$ cat src/rtl/hci_copy_fault_collector_pkg.sv
// Shared types for the HCI copy fault collector and future fault-reporting register files.
package hci_copy_fault_collector_pkg;

    typedef enum logic [1:0] {
        FLT_OK      = 2'd0,
        FLT_ALERT   = 2'd1,
        FLT_LATCHED = 2'd2
    } hci_copy_fault_state_e;

endpackage

$ cat src/rtl/hci_copy_fault_collector.sv
// Collects hci_copy_sink fault flags: registers/gates them, keeps sticky status, a saturating
// fault-cycle counter and first-fault index, and raises a level interrupt held until acknowledged.
module hci_copy_fault_collector
    import hci_copy_fault_collector_pkg::*;
#(
    parameter int unsigned NumSinks = 4,
    parameter int unsigned CntWidth = 16,
    parameter int unsigned IdxWidth = (NumSinks > 1) ? $clog2(NumSinks) : 1
) (
    input  logic                clk_i,
    input  logic                rst_i,
    input  logic                enable_i,
    input  logic                clear_i,
    input  logic                ack_i,
    input  logic [CntWidth-1:0] threshold_i,
    input  logic [NumSinks-1:0] fault_i,
    output logic                irq_o,
    output logic [NumSinks-1:0] fault_sticky_o,
    output logic [IdxWidth-1:0] first_idx_o,
    output logic                first_valid_o,
    output logic [CntWidth-1:0] fault_count_o,
    output logic                persistent_o
);

    // Lowest set bit wins so the reported index is deterministic when several sinks fault together.
    function automatic logic [IdxWidth-1:0] lowest_set(input logic [NumSinks-1:0] v);
        lowest_set = '0;
        for (int i = NumSinks - 1; i >= 0; i--) begin
            if (v[i]) lowest_set = IdxWidth'(i);
        end
    endfunction

    logic [NumSinks-1:0]   fault_q;
    logic [NumSinks-1:0]   sticky_q, sticky_d;
    logic [CntWidth-1:0]   count_q, count_d;
    logic [IdxWidth-1:0]   first_idx_q, first_idx_d;
    logic                  first_valid_q, first_valid_d;
    logic                  irq_q;
    hci_copy_fault_state_e state_q;
    logic                  any;

    assign any = |fault_q;

    always_ff @(posedge clk_i or posedge rst_i) begin
        if (rst_i) begin
            fault_q <= '0;
        end else if (clear_i) begin
            fault_q <= '0;
        end else begin
            fault_q <= enable_i ? fault_i : '0;
        end
    end

    always_comb begin
        sticky_d      = sticky_q | fault_q;
        count_d       = count_q;
        first_idx_d   = first_idx_q;
        first_valid_d = first_valid_q;
        if (any && (count_q != {CntWidth{1'b1}})) begin
            count_d = count_q + CntWidth'(1);
        end
        if (any && !first_valid_q) begin
            first_idx_d   = lowest_set(fault_q);
            first_valid_d = 1'b1;
        end
    end

    always_ff @(posedge clk_i or posedge rst_i) begin
        if (rst_i) begin
            state_q       <= FLT_OK;
            irq_q         <= 1'b0;
            sticky_q      <= '0;
            count_q       <= '0;
            first_idx_q   <= '0;
            first_valid_q <= 1'b0;
        end else if (clear_i) begin
            state_q       <= FLT_OK;
            irq_q         <= 1'b0;
            sticky_q      <= '0;
            count_q       <= '0;
            first_idx_q   <= '0;
            first_valid_q <= 1'b0;
        end else begin
            sticky_q      <= sticky_d;
            count_q       <= count_d;
            first_idx_q   <= first_idx_d;
            first_valid_q <= first_valid_d;
            // Ack takes priority over a fault arriving in the same cycle while alerting.
            case (state_q)
                FLT_OK, FLT_LATCHED: begin
                    if (any) begin
                        state_q <= FLT_ALERT;
                        irq_q   <= 1'b1;
                    end
                end
                FLT_ALERT: begin
                    if (ack_i) begin
                        state_q <= FLT_LATCHED;
                        irq_q   <= 1'b0;
                    end
                end
                default: begin
                    state_q <= FLT_OK;
                    irq_q   <= 1'b0;
                end
            endcase
        end
    end

    assign irq_o          = irq_q;
    assign fault_sticky_o = sticky_q;
    assign first_idx_o    = first_idx_q;
    assign first_valid_o  = first_valid_q;
    assign fault_count_o  = count_q;
    assign persistent_o   = (threshold_i != '0) && (count_q >= threshold_i);

endmodule
$ cat config.mk
export PLATFORM = sky130hd
export DESIGN_NAME = hci_copy_fault_collector
export DESIGN_NICKNAME = d
export VERILOG_FILES = /design/src/rtl/hci_copy_fault_collector_pkg.sv /design/src/rtl/hci_copy_fault_collector.sv
export SDC_FILE = /design/constraint.sdc
export NUM_CORES = 1
export LEC_CHECK = 0
export CORE_UTILIZATION = 34
export DETAILED_ROUTE_END_ITERATION = 8
export GPL_ROUTABILITY_DRIVEN = 0
export SLEW_MARGIN = 20
export SYNTH_ARGS = -nofsm -noshare
export SYNTH_HDL_FRONTEND = slang
export SYNTH_SLANG_ARGS = --single-unit
$ cat constraint.sdc
create_clock -name clk_i -period 5.1 [get_ports clk_i]
set_clock_uncertainty 0.15 [all_clocks]
set_input_delay 0.51 -clock clk_i [delete_from_list [all_inputs] [get_ports clk_i]]
set_output_delay 0.51 -clock clk_i [all_outputs]
set_load 0.02 [all_outputs]
==> flow_summary.ini <==
[worst_setup_path]
critPathCaptureType = output port
worstSetupPathType = input pin to output port
worst_r2r_path_depth = 4
worst_r2r_startpoint = fault_count_o[12]$_DFFE_PP0P_
critical_path.max_fanout = 2
worst_path_required_ns = 4.44
timing.critical_path.arrival_ns = 2.62
cp-startpoint = threshold_i[6]
start_kind = input pin

[clocking]
tritoncts.num_buffers = 5
cts_resized = 0
cts-htree-levels = 2
clkLatencyLatePin_ns = 0.27
postCtsSetupRepairBufs = 0
postCtsHoldBufs = 0
clock_sinks = 29
tritoncts_clock_tree = built
clkTransAtPathRegs_ns = 0.06
cts.path.max_buffers = 2
cts-root-buf = clkbuf_8

[synth]
yosysTopAreaCell = dfrtp_1
synthMostInstantiatedCell = nor2_1
netlist-cell-type-count = 41
seq_total_area_yosys_pct = 37.7
post-synth-top-area-fraction_pct = 37.7
syn_area_per_cell_um2 = 9.12
synth.area.top_cells = dfrtp_1 38%, ha_1 11%, nor2_1 7.0%
synthesis.area_um2 = 1920
synth_common_cells = 36 x nor2_1, 29 x dfrtp_1, 21 x inv_1, 17 x ha_1, 15 x a21oi_1
yosys_most_used_dff = dfrtp_1
netlist_instances = 211
ys_seq_elements = 29
synth-edff-count = 0
synth.yosys.warnings = 0
postSynthNetCount = 253
async_reset_ff_share_pct = 100

[power]
internal_power_mw = 0.389
net-switching-power_mw = 0.132
power.share.sequential_pct = 47.6
cellPowerDensity_nw_per_um2 = 201
leakagePower_nw = 1.18
clkPwrFrac_pct = 36.0
peakVddDrop_mv = 0.144
comb_power_share_pct = 16.4
swShare_pct = 25.3

[floorplan]
core_region_area_um2 = 5470
die_area_um2 = 5960
initial_utilization_pct = 35.2
placementRows = 27
ios = 50
die_h_um = 77.2
die_w_um = 77.2

[detailed_routing]
vias = 1665
wirelength_mm = 4.52
first_pass_iters = 4
detail-route-antenna-nets = 0
avg_wl_per_cell_um = 13.4
remaining_drc_errors = 0
vias_per_cell = 4.93
drt_iter0_markers = 54

[flow_run]
timing.max_cap.violations = 0

[timing]
worst_pin_slew_ns = 0.761
fmax_ghz = 0.305
setup_viol = 0
rsz_0062_raised_after_global_routing = no
finalCriticalPeriod_ns = 3.28
setup_total_negative_slack_ns = 0
finalHoldViolations = 0
drv_slew = 0
fin_crit_sh_pct = 64.4
max-slew-margin-rel_pct = 48.8
fin_hold_ws_ns = 0.350

[hold_path]
timing.hold.worst.start = fault_sticky_o[1]$_DFF_PP0_
hold_path.class = flip-flop to flip-flop
min_delay_path_depth = 2

[global_routing]
number_of_antenna_violations_at_the_first_check_in_global_routing = 0
largest_net_degree_at_the_start_of_global_routing = 36
grt_pass1_vias = 1628
grt_use_total_pct = 16.8
grt_overflow = 0
grt_first_pass_wirelength_mm = 8.02

[place]
dp.final_hpwl_mm = 3.39
numPortBuffers = 49
dpl_cell_area_um2 = 2510

[final_layout]
post_route_cells_drive_above_1_share_pct = 5.64
antenna-diode-count = 0
postLayoutCellArea_um2 = 2590
areaGrowthSynthToFinish_pct = 34.9
fin_nets = 308

[status]
status = finished clean
flip-flops by register name (all words and copies together), names as in the netlist:
signal and flops:
fault_count_o 16, fault_q 4, fault_sticky_o 4, first_idx_o 2, state_q 2, first_valid_o 1
cell type report:
class | instances | area (um^2)
sequential | 29 | 726
inverter | 21 | 78.8
fill | 550 | 2880
timing repair buffer | 51 | 505
clock buffer | 7 | 86.3
multi-input combinational | 158 | 1110
tap | 72 | 90.1
power groups by stage:
stage,logic (mW),registers (mW),clock network [mW]
after CTS,0.0872,0.248,0.193
final,0.0856,0.248,0.187
after global placement,0.0860,0.252,0
after detailed placement,0.0867,0.252,0
after global routing,0.0960,0.249,0.205
after floorplan,0.0357,0.257,0
metrics by stage:
step,utilization (%),total power [mW],instances,setup slack (ns)
floorplan,-,0.293,211,2.78
CTS,47.4,0.528,338,1.82
global route,47.4,0.550,338,1.70
global placement,45.8,0.338,331,1.83
finish,47.4,0.521,338,1.82
detailed placement,45.8,0.339,331,1.83
per-layer routing:
| layer | track usage [%] | part of all wire (%) |
|---|---|---|
| met5 | 0 | 0 |
| met4 | 3.77 | 0.73 |
| met3 | 3.45 | 2.7 |
| met2 | 26.2 | 46 |
| met1 | 23.7 | 51 |
worst max-delay path, stage by stage:
cell and delay [ns]:
clkdlybuf4s50_1 0.48, inv_1 0.05, ha_1 0.29, and3_1 0.19, a221oi_1 0.30, o31ai_1 0.13
o2bb2ai_1 0.14, clkdlybuf4s50_1 0.54
worst paths after layout:
| path | to | slack (ns) |
|---|---|---|
| max | persistent_o | 1.82 |
| min | fault_sticky_o[1]$_DFF_PP0_ | 0.35 |
| max reg2reg | fault_count_o[0]$_DFFE_PP0P_ | 2.95 |
| min reg2reg | fault_sticky_o[1]$_DFF_PP0_ | 0.35 |
| max in group asynchronous | state_q[0]$_DFFE_PP0P_ | 4.06 |
| min in group asynchronous | fault_count_o[2]$_DFFE_PP0P_ | 0.46 |
kinds of logic (layout without fill, tap and decap cells):
family	count (synthesis)	in the layout	synth area share (%)
buffers and inverters	24	79	4.68
AND/OR/NAND/NOR	98	98	28.9
adder cells (fa/ha/maj)	17	17	11.1
flip-flops	29	29	37.7
multiplexers	9	9	5.20
AO/OA/AOI/OAI	34	34	12.5
placed cells by master (no fill, tap or decap), types with 2 or more instances in the layout:
| master | count |
|---|---|
| clkdlybuf4s50_1 | 49 |
| nor2_1 | 36 |
| dfrtp_1 | 29 |
| inv_1 | 21 |
| ha_1 | 17 |
| a21oi_1 | 15 |
| nor2b_1 | 9 |
| nand2_1 | 8 |
| nor4_1 | 8 |
| mux2_1 | 8 |
| and2_1 | 6 |
| clkbuf_8 | 6 |
| nor3_1 | 4 |
| or4_1 | 4 |
| o31ai_1 | 4 |
| nand4_1 | 3 |
| nand2b_1 | 3 |
| o21ai_0 | 3 |
| nand3_1 | 3 |
| and3_1 | 2 |
| and4_1 | 2 |
| nand3b_1 | 2 |
| a211oi_1 | 2 |
| buf_4 | 2 |
Note: power is estimated with default switching activity, not from simulation.
